`config.mk`:
```
export PLATFORM = sky130hd
export DESIGN_NAME = sync_debounce_edge
export DESIGN_NICKNAME = d
export VERILOG_FILES = /design/src/rtl/sync_debounce_edge.sv
export SDC_FILE = /design/constraint.sdc
export NUM_CORES = 1
export LEC_CHECK = 0
export ABC_AREA = 1
export CAP_MARGIN = 5
export CORE_ASPECT_RATIO = 0.9
export CORE_UTILIZATION = 54
export DETAILED_ROUTE_END_ITERATION = 16
export PLACE_DENSITY = 0.82
export SLEW_MARGIN = 10
export SYNTH_ARGS = -nofsm -noshare
export SYNTH_HDL_FRONTEND = slang
export SYNTH_SLANG_ARGS = --single-unit
```
`constraint.sdc`:
```
create_clock -name clk -period 3.7 [get_ports clk]
set_clock_uncertainty 0.05 [all_clocks]
set_input_delay 0.74 -clock clk [delete_from_list [all_inputs] [get_ports clk]]
set_output_delay 0.74 -clock clk [all_outputs]
set_load 0.005 [all_outputs]
```
`src/rtl/sync_debounce_edge.sv`:
```
// Synchronizes a slow asynchronous input, debounces it with a consecutive-sample
// filter, and reports the clean level, edge pulses and a saturating transition count.
module sync_debounce_edge #(
  parameter int unsigned SYNC_STAGES     = 2,
  parameter int unsigned DEBOUNCE_CYCLES = 4,
  parameter int unsigned CNT_W           = 8,
  parameter logic        RESET_LEVEL     = 1'b0
) (
  input  logic             clk,
  input  logic             reset_n,
  input  logic             d_async,
  input  logic             enable,
  input  logic             clr_count,
  output logic             q,
  output logic             q_not,
  output logic             rise_pulse,
  output logic             fall_pulse,
  output logic [CNT_W-1:0] toggle_count,
  output logic             count_sat
);

  localparam int unsigned TIMER_W = $clog2(DEBOUNCE_CYCLES + 1);

  typedef enum logic {
    STABLE    = 1'b0,
    CANDIDATE = 1'b1
  } state_t;

  state_t               state;
  state_t               state_nxt;
  logic [TIMER_W-1:0]   timer;
  logic [TIMER_W-1:0]   timer_nxt;
  logic [SYNC_STAGES-1:0] sync_chain;
  logic                 d_sync;
  logic                 accept_c;
  logic                 q_nxt;
  logic                 rise_nxt;
  logic                 fall_nxt;
  logic [CNT_W-1:0]     count_nxt;
  logic                 sat_nxt;

  // Metastability chain; runs regardless of enable.
  always_ff @(posedge clk or negedge reset_n) begin
    if (!reset_n) begin
      sync_chain <= {SYNC_STAGES{RESET_LEVEL}};
    end else begin
      sync_chain <= {sync_chain[SYNC_STAGES-2:0], d_async};
    end
  end

  assign d_sync = sync_chain[SYNC_STAGES-1];

  // Filter state, debounced level, pulses and counter.
  always_ff @(posedge clk or negedge reset_n) begin
    if (!reset_n) begin
      state        <= STABLE;
      timer        <= '0;
      q            <= RESET_LEVEL;
      q_not        <= ~RESET_LEVEL;
      rise_pulse   <= 1'b0;
      fall_pulse   <= 1'b0;
      toggle_count <= '0;
      count_sat    <= 1'b0;
    end else begin
      state        <= state_nxt;
      timer        <= timer_nxt;
      q            <= q_nxt;
      q_not        <= ~q_nxt;
      rise_pulse   <= rise_nxt;
      fall_pulse   <= fall_nxt;
      toggle_count <= count_nxt;
      count_sat    <= sat_nxt;
    end
  end

  // Next-state: a new level is accepted after DEBOUNCE_CYCLES consecutive enabled mismatches.
  always_comb begin
    state_nxt = state;
    timer_nxt = '0;
    accept_c  = 1'b0;
    unique case (state)
      STABLE: begin
        if (enable && (d_sync != q)) begin
          if (DEBOUNCE_CYCLES == 1) begin
            accept_c = 1'b1;
          end else begin
            timer_nxt = TIMER_W'(1);
            state_nxt = CANDIDATE;
          end
        end
      end
      CANDIDATE: begin
        if (!enable || (d_sync == q)) begin
          state_nxt = STABLE;
        end else if ((timer + TIMER_W'(1)) == TIMER_W'(DEBOUNCE_CYCLES)) begin
          accept_c  = 1'b1;
          state_nxt = STABLE;
        end else begin
          timer_nxt = timer + TIMER_W'(1);
        end
      end
      default: state_nxt = STABLE;
    endcase
  end

  // Output and counter updates driven by an accept.
  always_comb begin
    q_nxt     = q;
    rise_nxt  = 1'b0;
    fall_nxt  = 1'b0;
    count_nxt = toggle_count;
    sat_nxt   = count_sat;
    if (accept_c) begin
      q_nxt    = d_sync;
      rise_nxt = d_sync;
      fall_nxt = ~d_sync;
      if (clr_count) begin
        count_nxt = CNT_W'(1);
        sat_nxt   = 1'b0;
      end else if (&toggle_count) begin
        sat_nxt = 1'b1;
      end else begin
        count_nxt = toggle_count + CNT_W'(1);
      end
    end else if (clr_count) begin
      count_nxt = '0;
      sat_nxt   = 1'b0;
    end
  end

endmodule
```
Word level (Yosys, flattened, before mapping):

Index checks and enable logic that the tools add are counted.

* add/sub/neg operators: 2
* multiply operators: 0
* div/mod/pow operators: 0
* magnitude comparators: 0
* eq/ne operators: 4
* shift operators: 0
* mux-type cells: 22
* bitwise logic cells: 3
* reductions and logical operators: 8

Operators with widths (count)
* two-way mux 8 bit: 4
* two-way mux 1 bit: 14
* adder 8 x 1 -> 8 bit (second input constant): 1
* AND reduction 8 bit: 1
* two-way mux 3 bit: 2
* one-hot mux 3 bit (2 select lines): 1
* AND reduction 2 bit: 2
* nonzero test 2 bit: 2
* adder 3 x 1 -> 3 bit (second input constant): 1
* == test 3 bit (second input constant): 1
* NOT 1 bit: 3
* != test 2 bit (second input constant): 1
* one-hot mux 1 bit (2 select lines): 1
* == test 1 bit: 1
* logical AND 1 bit: 1
* zero test 1 bit: 1
* logical OR 1 bit: 1
* != test 1 bit: 1

* flip-flop bits (word level): 19
* bits in latches: 0
* memory bits (writable): 0
* memory bits (read-only): 0
* bits of input ports: 5
* output and inout bits: 13
* word-level logic and storage cells: 48
* memories kept: 0

Depth between registers and ports, before layout:

* depth in word-level cells: 7
* mapped depth: 9
* gate-level depth less buffers: 9

Worst setup path after synthesis:

No wires, ideal clock.

* kind: input to register
* start point: input port enable
* end point: register with a tool-made name
* setup time: 0.124 ns
* data arrival time: 1.237 ns
* required time: 3.526 ns
* path slack: 2.290 ns
* stages: 5
* path buffers: 0
* cells stage by stage: nand2_1 > nor2_1 > nand2_1 > nor2_1 > a21oi_1

RTL lines
* from (decl): line 12 `input logic enable,`

Final worst setup path:

* start point: register toggle_count[4]
* end point: output port toggle_count[4]

RTL lines
* from (decl): line 18 `output logic [CNT_W-1:0] toggle_count,`
* from (signal assigned): line 71 `toggle_count <= count_nxt;`

No word-level cell between the ends.

==> flow_summary_export.csv <==
group,metric,value,unit
outcome,status,"complete, no violations",
power,clock_power_share,0.304,
critical_path,critPathKind,"reg2out",
die,pin_count,18,
power,p_seq_frac,0.647,
critical_path,cp-start-kind,"flip-flop",
die,die_w,47.2,um
logic_synthesis,ys_seq_area_frac,0.479,
drt,drc,0,
critical_path,crit_path_cell_trace,"clkdlybuf4s50_1",
power,total_leakage_power,0.597,nW
grt,grt.overflow.total,0,
place,dp_hpwl,1.42,mm
critical_path,crit_cells,1,
clocking,cts-root-buf,"clkbuf_4",
min_path,hold_class,"reg2reg",
timing,final-max-slew-violation-count,0,
logic_synthesis,synth_ff_type,"dfrtp_1",
die,std_cell_rows,14,
place,port_buffers,17,
drt,viasPerCell,5.17,
clocking,postCtsSetupBuffers,0,
grt,antenna_found_initial,0,
logic_synthesis,ys_ff_latch,19,
power,power_switching,0.0712,mW
clocking,clkSlewWorstSetupHoldPaths,100,ps
critical_path,worstPathRequired,2910,ps
power,ir_worst_vdd,274,uV
place,place_congestion,0.867,
die,start_util,0.585,
logic_synthesis,avgSynthCellArea,8.36,um^2
power,p_per_area,270,mW/mm^2
clocking,clockBufferDepth,2,
critical_path,rr_worst_depth,7,
logic_synthesis,syn_inst,119,
timing,grt_setup_unrepaired,"no",
clocking,ctsHoldBuffers,0,
logic_synthesis,yosysMostFrequentCell,"nand2_1",
critical_path,max_stage_delay,560,ps
logic_synthesis,synth_edf_count,0,
run,drv_cap,0,
clocking,cts_tree,"yes",
critical_path,path_max_fanout,9,
clocking,ctsResizeCount,0,
layout,drive_gt1_frac,0.109,
timing,period_share,0.586,
drt,drt_iter0_drc,25,
clocking,clk_latency,290,ps
logic_synthesis,synth_largest_area_cell,"dfrtp_1",
logic_synthesis,yosys-top-cells-area,"dfrtp_1 (45%), nand2_1 (13%), nand3_1 (6.0%), inv_1 (5.3%), nor2_1 (4.2%)",
layout,fill_cells,147,
layout,num_antenna_cells,0,
drt,wl,1.84,mm
critical_path,worstPathArrival,1380,ps
drt,wl_per_cell,11.4,um
place,post_dp_cell_area,0.00118,mm^2
layout,final_nets,147,
layout,fin_area,0.00121,mm^2
critical_path,critical-path-top-delay-family,"buffers and inverters",
drt,final_antenna_net_count,0,
clocking,h-tree-depth,1,
timing,fin_crit,2170,ps
clocking,clock_sinks,19,
layout,final_util,0.712,
grt,grt_pass1_wl,3.15,mm
min_path,min_delay_path_depth,0,
logic_synthesis,synth_cell_types,25,
drt,vias,838,
power,switching_share,0.218,
place,dp_cells,158,
grt,track_usage,0.220,
layout,area_growth,21.6,%
die,die_h,42.7,um
power,pwr-share-comb,0.048,
timing,worstMarginPinSlew,812,ps
timing,finalHoldViolations,0,
drt,drt_pass1_iterations,4,
timing,fmax,0.462,GHz
logic_synthesis,async_reset_ff_frac,1.00,
layout,layoutNonFillerInstCount,162,
logic_synthesis,yosys_warnings,0,
timing,slew_headroom,0.457,
critical_path,timing.critical_path.buf_inv,1,
timing,setup_violations,0,
critical_path,endpoint_kind,"primary output",
logic_synthesis,synthDominantCellAreaShare,0.453,
die,core_area,0.00170,mm^2
power,p_int,0.256,mW
clocking,cts_inserted_buffers,3,
grt,grt_max_degree,20,
grt,grt_pass1_vias,739,
logic_synthesis,syn-num-nets,127,
critical_path,cp_slowest_cell,"clkdlybuf4s50_1",
timing,finalSetupTns,0,ps
die,die_area,0.00202,mm^2
logic_synthesis,ys_top_cells_by_count,"nand2_1 (35), dfrtp_1 (18), inv_1 (14)",
logic_synthesis,syn_area,995,um^2
## power groups by stage
stage,combinational [mW],clock [mW],sequential [mW]
2_1_floorplan,0.00634,0,0.215
3_3_place_gp,0.0154,0,0.216
3_5_place_dp,0.0160,0,0.216
4_1_cts,0.0159,0.103,0.212
5_1_grt,0.0179,0.113,0.212
6_report,0.0157,0.0995,0.212
## path summary, 6_finish.rpt
path	end	slack, ps	startpoint
min in group asynchronous	toggle_count[0]$_DFFE_PN0P_	860	reset_n
min reg2reg	sync_chain[1]$_DFF_PN0_	310	sync_chain[0]$_DFF_PN0_
max reg2reg	flip-flop	2160	timer[0]$_DFF_PN0_
max in group asynchronous	timer[0]$_DFF_PN0_	2230	reset_n
max	toggle_count[4]	1530	toggle_count[4]$_DFFE_PN0P_
min	sync_chain[1]$_DFF_PN0_	310	sync_chain[0]$_DFF_PN0_
## layout make-up
class / instances / area (um^2) / area share
sequential: 19 / 477 / 0.394
multi-input combinational: 82 / 445 / 0.368
timing repair buffer: 17 / 170 / 0.141
inverter: 16 / 60.1 / 0.0496
tap: 24 / 30.0 / 0.0248
clock buffer: 3 / 22.5 / 0.0186
clock inverter: 1 / 5.00 / 0.00414
## cell usage in the layout (no fill, tap or decap), drive strengths merged
cell type       n
nand2          36
dfrtp          18
clkdlybuf4s50  17
inv            16
nand3          14
nor2           14
nand4           4
a21oi           3
ha              3
clkbuf          3
nand3b          2
o21ai           2
nor4            1
xor2            1
or2             1
xnor2           1
clkinv          1
dfstp           1
## registers in the layout, indices dropped and copies added (netlist names), named ones only
signal        count
q_not             1
toggle_count      8
rise_pulse        1
sync_chain        2
timer             3
count_sat         1
state             1
fall_pulse        1
## layer usage
| layer | wire length [um] | vias to the layer above | track usage |
|---|---|---|---|
| met5 | 0 | - | 0 |
| met1 | 864 | 391 | 0.325 |
| met3 | 90 | 4 | 0.0383 |
| met4 | 21 | 0 | 0.0686 |
| met2 | 863 | 27 | 0.326 |
| li1 | - | 416 | - |
## worst register-to-register path: stages (launching register included)
cell and delay (ps):
dfrtp_1 420, ha_1 220, nand2_1 120, nand2_1 90, nor2_1 150, nand2_1 160, nor2_1 160, a21oi_1 60
## cell families after synthesis
group                      after synthesis  synth area share
AOI/OAI and AO/OA                        5            0.0251
xor gates and xnor gates                 2            0.0176
adders and majority gates                3            0.0377
buffers and inverters                   18            0.0730
DFF                                     19             0.479
and+or+nand+nor                         72             0.367
## through the flow
stage / hold slack (ps) / total power, mW / worst slack, ps
2_1_floorplan: 281 / 0.222 / 2290
3_3_place_gp: 290 / 0.231 / 1620
3_5_place_dp: 286 / 0.232 / 1570
4_1_cts: 310 / 0.331 / 1520
5_1_grt: 316 / 0.343 / 1460
6_report: 310 / 0.327 / 1530
No activity file was read; power rests on OpenSTA's default activity.
